`config.mk`:
```
export PLATFORM = sky130hd
export DESIGN_NAME = frame_buffer_unpacker
export DESIGN_NICKNAME = d
export VERILOG_FILES = /design/src/rtl/frame_buffer_unpacker.sv
export SDC_FILE = /design/constraint.sdc
export NUM_CORES = 1
export LEC_CHECK = 0
export ABC_AREA = 1
export CELL_PAD_IN_SITES_DETAIL_PLACEMENT = 1
export CELL_PAD_IN_SITES_GLOBAL_PLACEMENT = 2
export CORE_ASPECT_RATIO = 0.9
export CORE_MARGIN = 4
export CORE_UTILIZATION = 37
export DETAILED_ROUTE_END_ITERATION = 7
export PLACE_DENSITY_LB_ADDON = 0.1
export SYNTH_ARGS = -nofsm -noshare
export SYNTH_HDL_FRONTEND = slang
export SYNTH_SLANG_ARGS = --single-unit
```
`constraint.sdc`:
```
create_clock -name i_clock -period 7.75 [get_ports i_clock]
set_input_delay 0.775 -clock i_clock [delete_from_list [all_inputs] [get_ports i_clock]]
set_output_delay 0.775 -clock i_clock [all_outputs]
set_load 0.03 [all_outputs]
```
`src/rtl/frame_buffer_unpacker.sv`:
```
// frame_buffer_unpacker: reads packed 4/8/10-bit pixels from the 32-bit frame
// buffer RAM and streams them out one per valid/ready handshake.
module frame_buffer_unpacker #(
  parameter int ADDR_WIDTH  = 16,
  parameter int COUNT_WIDTH = 20
) (
  input  logic                   i_clock,
  input  logic                   i_reset_n,
  input  logic                   i_start,
  input  logic                   i_abort,
  input  logic [3:0]             i_pixel_width,
  input  logic [COUNT_WIDTH-1:0] i_pixel_count,
  output logic                   o_ram_read_enable,
  output logic [ADDR_WIDTH-1:0]  o_ram_address,
  input  logic [31:0]            i_ram_read_data,
  output logic [9:0]             o_pixel_data,
  output logic                   o_pixel_valid,
  input  logic                   i_pixel_ready,
  output logic                   o_busy,
  output logic                   o_frame_done
);
  localparam int PW = COUNT_WIDTH + 5;
  typedef enum logic [1:0] {IDLE, STREAM, DRAIN} state_t;
  state_t r_state, w_next;
  logic [3:0]             r_width;
  logic [COUNT_WIDTH-1:0] r_words_total, r_rd_idx, r_load_left, r_acc_left;
  logic [ADDR_WIDTH-1:0]  r_addr;
  logic [63:0]            r_buf;
  logic [6:0]             r_bits;
  logic                   r_inflight;
  logic                   w_width_ok, w_go, w_accept, w_last, w_load, w_rd;
  logic [6:0]             w_used, w_keep;
  logic [PW-1:0]          w_bits_total;
  logic [COUNT_WIDTH-1:0] w_words;

  assign w_width_ok   = i_pixel_width == 4'd4 || i_pixel_width == 4'd8 || i_pixel_width == 4'd10;
  assign w_go         = r_state == IDLE && i_start && w_width_ok && !i_abort;
  assign w_bits_total = PW'(i_pixel_count) * PW'(i_pixel_width) + PW'(31);
  assign w_words      = COUNT_WIDTH'(w_bits_total >> 5);
  assign w_accept     = o_pixel_valid && i_pixel_ready;
  assign w_last       = w_accept && r_acc_left == COUNT_WIDTH'(1) && !i_abort;
  assign w_load       = r_state != IDLE && r_bits >= {3'b0, r_width} && r_load_left != '0 && (!o_pixel_valid || i_pixel_ready);
  assign w_used       = w_load ? {3'b0, r_width} : 7'd0;
  assign w_keep       = r_bits - w_used;
  // Keep the buffer within 64 bits: a new word is only requested once it fits below what remains.
  assign w_rd         = r_state == STREAM && !i_abort && !r_inflight && r_rd_idx != r_words_total && w_keep <= 7'd32;

  always_ff @(posedge i_clock or negedge i_reset_n)
    if (!i_reset_n) r_state <= IDLE;
    else r_state <= w_next;

  always_comb begin
    w_next = r_state;
    if (i_abort) w_next = IDLE;
    else if (w_go && i_pixel_count != '0) w_next = STREAM;
    else if (w_last) w_next = IDLE;
    else if (w_rd && r_rd_idx == r_words_total - COUNT_WIDTH'(1)) w_next = DRAIN;
  end

  always_comb begin
    o_ram_read_enable = w_rd;
    o_ram_address     = w_rd ? ADDR_WIDTH'(r_rd_idx) : r_addr;
    o_busy            = r_state != IDLE;
  end

  always_ff @(posedge i_clock or negedge i_reset_n) begin
    if (!i_reset_n) begin
      r_width       <= '0;
      r_words_total <= '0;
      r_rd_idx      <= '0;
      r_load_left   <= '0;
      r_acc_left    <= '0;
      r_addr        <= '0;
      r_buf         <= '0;
      r_bits        <= '0;
      r_inflight    <= 1'b0;
      o_pixel_data  <= '0;
      o_pixel_valid <= 1'b0;
      o_frame_done  <= 1'b0;
    end else if (i_abort) begin
      r_buf         <= '0;
      r_bits        <= '0;
      r_inflight    <= 1'b0;
      o_pixel_valid <= 1'b0;
      o_frame_done  <= 1'b0;
    end else begin
      o_frame_done <= (w_go && i_pixel_count == '0) || w_last;
      if (w_go) begin
        r_width       <= i_pixel_width;
        r_words_total <= w_words;
        r_load_left   <= i_pixel_count;
        r_acc_left    <= i_pixel_count;
        r_rd_idx      <= '0;
        r_addr        <= '0;
        r_buf         <= '0;
        r_bits        <= '0;
        r_inflight    <= 1'b0;
      end else begin
        r_inflight <= w_rd;
        if (w_rd) begin
          r_addr   <= ADDR_WIDTH'(r_rd_idx);
          r_rd_idx <= r_rd_idx + COUNT_WIDTH'(1);
        end
        // Returned word lands directly below the bits still held after this cycle's pixel.
        r_buf  <= (r_buf << w_used) | (r_inflight ? ({i_ram_read_data, 32'b0} >> w_keep) : 64'd0);
        r_bits <= w_keep + (r_inflight ? 7'd32 : 7'd0);
        if (w_load) begin
          o_pixel_data <= r_buf[63:54] >> (4'd10 - r_width);
          r_load_left  <= r_load_left - COUNT_WIDTH'(1);
        end
        if (w_accept) r_acc_left <= r_acc_left - COUNT_WIDTH'(1);
        o_pixel_valid <= w_load ? 1'b1 : (w_accept ? 1'b0 : o_pixel_valid);
      end
    end
  end
endmodule

```
After elaboration in Yosys (flattened, before gate mapping)
Index checks and enable logic that the tools add are counted.

Register bits after elaboration: 186. Bits in latches: 0. RAM bits: 0. Bits in read-only memories: 0. Output and inout port bits: 30. Word-level logic and storage cells: 103. Memories kept: 0.

Add/subtract/negate cells: 8. $mul: 1. Divide/modulo/power cells: 0. Magnitude comparators: 2. Equality and inequality tests: 8. Shift operators: 3. Multiplexer cells: 26. Bitwise logic cells: 3. Reductions and logical operators: 39.

Operators with widths (number): 2-to-1 mux 64 bit (3); 2-to-1 mux 20 bit (6); OR 64 bit (1); left shift 64 x 4 -> 64 bit (1); right shift 64 x 7 -> 64 bit (1); subtractor 20 x 1 -> 20 bit (second input constant) (3); nonzero test 20 bit (2); 2-to-1 mux 16 bit (2); adder 24 x 5 -> 25 bit (second input constant) (1); multiplier 20 x 4 -> 24 bit (1); adder 20 x 1 -> 20 bit (second input constant) (1); == test 20 x 1 -> 1 bit (second input constant) (1); == test 20 bit (1); logical NOT 20 bit (1); inequality test 20 bit (1); logical AND 1 bit (16); 2-to-1 mux 7 bit (2); AND reduction 2 bit (5); right shift 10 x 4 -> 10 bit (1); == test 4 bit (second input constant) (2); 2-to-1 mux 2 bit (4); nonzero test 2 bit (4); adder 7 x 6 -> 7 bit (1); >= comparator 7 x 4 -> 1 bit (1); 16 further kinds (28).

Depth between registers and ports, before layout
Depth after elaboration: 13. Mapped depth: 30.

Worst setup path before layout
No wires, ideal clock.

Path type: flip-flop to output port. Start: register r_width[2]. End: output port o_ram_address[0]. Arrival time: 3.753 ns. Required time: 6.975 ns. Setup slack: 3.222 ns. Stages on the path, launching flop included: 26. Buffers on the path: 3. Path through: dfrtp_1 inv_1 ha_1 nand2_1 clkinv_1 nand2_1 nand2_1 nand2_1 a21oi_4 nand2_2 nor2_4 inv_2 buf_4 buf_4 ha_1 a21oi_1 nand2_1 or2_1 nand2_1 nand3_1 nand2_1 nand3_2 inv_2 buf_2 o21ai_0 inv_1.

Cells in the longest elaborated chain, start to end: 9.

Ends and longest elaborated chain: start, declared (RTL line 25) `logic [3:0] r_width;`; start signal, assigned (RTL line 89) `r_width <= i_pixel_width;`; >= comparator 7 x 4 -> 1 bit (RTL line 42) `assign w_load = r_state != IDLE && r_bits >= {3'b0, r_width} && r_load_left != '0 && (!o_pixel_valid || i_pixe ...`; logical AND 1 bit (3 in a row) (RTL line 42); 2-to-1 mux 4 bit * (RTL line 43) `assign w_used = w_load ? {3'b0, r_width} : 7'd0;`; subtractor 7 x 4 -> 7 bit * (RTL line 44) `assign w_keep = r_bits - w_used;`; <= comparator 7 x 6 -> 1 bit * (RTL line 46) `assign w_rd = r_state == STREAM && !i_abort && !r_inflight && r_rd_idx != r_words_total && w_keep <= 7'd32;`; logical AND 1 bit * (RTL line 46); net o_ram_read_enable (RTL line 13) `output logic o_ram_read_enable,`; 2-to-1 mux 16 bit *; end, declared (RTL line 14) `output logic [ADDR_WIDTH-1:0] o_ram_address,`.

The timed path passes the listed nets; every way through them passes the cells marked *.

Final worst setup path
Start: register r_load_left[0]. End: output port o_ram_address[0].

Cells in the longest elaborated chain, start to end: 8.

Ends and longest elaborated chain: start, declared (RTL line 26) `logic [COUNT_WIDTH-1:0] r_words_total, r_rd_idx, r_load_left, r_acc_left;`; start signal, assigned (RTL line 91) `r_load_left <= i_pixel_count;`; start signal, assigned (RTL line 109) `r_load_left <= r_load_left - COUNT_WIDTH'(1);`; nonzero test 20 bit (RTL line 42); logical AND 1 bit (2 in a row) (RTL line 42); 2-to-1 mux 4 bit (RTL line 43); subtractor 7 x 4 -> 7 bit (RTL line 44); <= comparator 7 x 6 -> 1 bit (RTL line 46); logical AND 1 bit (RTL line 46); 2-to-1 mux 16 bit.

No other way between the ends.

==> reports/qor.log <==
INFO  timing         layout_worst_path_cycle_share=89.0%
INFO  cts            numClockSinks=186
INFO  worst_setup_path r2r-start=r_load_left[0]
INFO  detailed_routing postRouteWirelength=70700um
INFO  worst_setup_path endpoint_kind=output pin
INFO  detailed_routing met2_wirelength=30300um
INFO  grt            largest_net_degree_at_the_start_of_global_routing=135
INFO  worst_setup_path cp_max_fo=63
INFO  worst_setup_path worst-path-buf-inv=9
INFO  detailed_routing avgViaCountPerCell=5.57
INFO  synthesis      yosys_warnings=0
INFO  worst_setup_path critical_path_required=6.97ns
INFO  synthesis      synth_area_per_cell=6.32um^2
INFO  detailed_routing dr.pass1.iters=5
INFO  synthesis      synth_fp_nets=3105
INFO  detailed_routing remaining_drc_errors=0
INFO  layout         areaGrowthSynthToFinish=9.77%
INFO  floorplanning  rows=77
INFO  synthesis      postSynth.asyncResetShare=100%
INFO  placed_design  place.port_buffers=90
INFO  synthesis      postSynthRegisterBits=186
INFO  placed_design  finalWeightedCongestion=0.903
INFO  timing         timing.slew.headroom=13.3%
INFO  synthesis      synth-edff-count=0
INFO  worst_setup_path critical_path.cell_chain=inv_1 > ha_1 > nand2_2 > nor2_4 > nand4_4 > buf_4 > nand2_2 > nor2_4 > buf_4 > inv_2 > ha_1 > xor2_2 > buf_4 > nor3_1 > nand3_1 > nand2_1 > nand3_2 > buf_4 > inv_2 > o21ai_0 > inv_1 > clkdlybuf4s50_1
INFO  synthesis      synthesis.area=18600um^2
INFO  cts            cts_htree_levels=4
INFO  detailed_routing wl_met3=3390um
INFO  synthesis      synth.lib_cells_used.distinct=53
INFO  timing         report.final.setup_viol=0
INFO  layout         mostFrequentLayoutCells=698 x nand2_1, 593 x nand3_1, 375 x inv_1
INFO  flow_run       cap_violations=0
INFO  detailed_routing route.top_layer_used=met4
INFO  timing         layout_setup_ws=0.849ns
INFO  worst_setup_path startpoint_kind_of_the_worst_setup_timing_path=flop
INFO  synthesis      netlist_instances=2943
INFO  timing         max_clk_rate=145MHz
INFO  detailed_routing post_drt_wl_per_cell=19.6um
INFO  cts            cts_setup_buffers=0
INFO  outcome        outcome=finished clean
INFO  floorplanning  core-area=49400um^2
INFO  grt            globalRoute.totalOverflow=0
INFO  timing         timing.setup.tns=0ns
INFO  floorplanning  floorplan.initialDensity=37.6%
INFO  pwr            max-vdd-ir-drop=0.190mV
INFO  grt            grt_antenna_before_repair=0
INFO  synthesis      synth_area_leader_cell=dfrtp_1
INFO  worst_setup_path timing.critical_path.slowest_cell_delay=0.66ns
INFO  cts            clk_transition_reported_paths=0.08ns
INFO  detailed_routing met1Wirelength=36000um
INFO  placed_design  place_ws=1.33ns
INFO  synthesis      synth_top_area_cells=dfrtp_1 25%, nand3_1 16%, nand2_1 14%
INFO  synthesis      ys_dominant_reg_cell=dfrtp_1
INFO  min_path       timing.hold.worst.class=in -> async
INFO  cts            clockBufferDepth=2
INFO  cts            cts_tree=done
INFO  floorplanning  floorplan.die_area=53900um^2
INFO  timing         clock-skew-final=0.0204ns
INFO  grt            groute.usage.overall=26.5%
INFO  timing         hold_viol_final=0
INFO  layout         layout-drive-gt1-share=4.77%
INFO  layout         inserted_diodes=0
INFO  worst_setup_path crit_arrival=6.13ns
INFO  timing         report.final.slew_viol_count=0
INFO  synthesis      seq_area_frac_synth=25.0%
INFO  worst_setup_path worst_path_most_repeated_cell=buf_4
INFO  detailed_routing vias=20100
INFO  layout         fin_nets=3081
INFO  worst_setup_path worstSetupStartpoint=r_load_left[0]
INFO  timing         rsz0062_at_grt=no
INFO  cts            post_cts.resized_instances=0
INFO  worst_setup_path critical_path.top_delay_family=buffers and inverters
INFO  floorplanning  dieWidth=244um
INFO  cts            cts_root_buffer=clkbuf_16
INFO  pwr            p_leak=10.3nW
INFO  synthesis      post-synth-top-area-fraction=25.0%
INFO  cts            cts_buf_count=17
INFO  placed_design  dpl.hpwl=53000um
INFO  timing         worstMarginPinSlew=1.30ns
INFO  floorplanning  num_io_pins=91
INFO  pwr            pwr_density_cell=279nW/um^2
INFO  detailed_routing antenna_left=0
INFO  grt            vias_in_the_first_global_route=20400
INFO  cts            clock_latency=0.50ns
INFO  worst_setup_path timing.critical_path.slowest_stage_cell=clkdlybuf4s50_1
INFO  worst_setup_path timing_worst_setup_path_type=reg -> out
INFO  layout         layout_commonest_cell=nand2_1
INFO  cts            cts_hold_buffers=0
INFO  grt            grt_pass1_wl=115000um
INFO  timing         final_period_minus_worst_setup_slack=6.90ns
INFO  floorplanning  die-height=221um
INFO  detailed_routing drt_first_iter_violations=1555
## where the power goes
part	switching, W	leakage (nW)	internal (W)	total, W
clock	0.000483	0.286	0.000438	0.000922
combinational	0.00220	7.57	0.00105	0.00325
sequential	0.000274	2.44	0.00124	0.00151
## metal layers
metal / global-route usage (%) / up-vias
met5: 0 / -
met4: 5.47 / 0
met3: 3.62 / 57
met2: 40.4 / 457
met1: 40.0 / 9891
li1: - / 9676
## Yosys cell counts, types with 34 or more instances
library cell / instances
a21oi_1: 67
fa_1: 38
xor2_1: 41
buf_2: 39
dfrtp_1: 186
clkbuf_1: 83
inv_1: 375
nand2_1: 698
ha_1: 63
nand4_1: 105
nand3_1: 593
o21ai_0: 168
nor2_1: 188
nor3_1: 34
## cells by family (layout without fill, tap and decap cells)
| logic type | Yosys count | after routing | synth area share [%] |
|---|---|---|---|
| xor+xnor | 71 | 71 | 3.34 |
| flops | 186 | 186 | 25.0 |
| simple gates | 1697 | 1697 | 41.2 |
| fa+ha+maj | 101 | 101 | 8.32 |
| compound gates | 335 | 335 | 10.2 |
| buf+inv | 550 | 539 | 11.7 |
| mux | 3 | 3 | 0.161 |
## final timing paths
check | slack (ns) | endpoint | depth (start not counted)
worst max-delay path | 0.85 | o_ram_address[0] | 22
min in group i_clock | 0.49 | o_pixel_data[8] | 2
worst max register to register | 1.96 | r_buf[26] | 25
worst min register to register | 0.49 | o_pixel_data[8] | 2
max in group asynchronous | 6.29 | o_frame_done | 2
worst min-delay path | 0.24 | r_addr[7] | 1
## per-stage QoR
step / std cells / power, W / instance area (um^2) / utilization [%] / hold slack [ns]
floorplan: 2943 / 0.00380 / 18600 / - / 0.479
CTS: 3603 / 0.00570 / 20400 / 41.3 / 0.227
finish: 3603 / 0.00569 / 20400 / 41.3 / 0.243
detailed placement: 3571 / 0.00475 / 19800 / 40.1 / 0.467
global route: 3603 / 0.00621 / 20400 / 41.3 / 0.262
global placement: 3571 / 0.00466 / 19800 / 40.1 / 0.470
## cell type report
| cell class | count | area, um^2 |
|---|---|---|
| Tap cell | 671 | 840 |
| Sequential cell | 186 | 4660 |
| Clock inverter | 14 | 148 |
| Inverter | 394 | 1480 |
| Fill cell | 6595 | 29000 |
| Clock buffer | 18 | 439 |
| Multi-Input combinational cell | 2207 | 11800 |
| Timing Repair Buffer | 113 | 1050 |
## sequential cells by signal, summed over array words and instances (netlist names), 4 cells and up
signal,count
r_bits,7
r_words_total,20
r_buf,64
r_width,4
r_acc_left,20
r_addr,16
r_rd_idx,20
o_pixel_data,10
r_load_left,20
No activity file was read; power rests on OpenSTA's default activity.
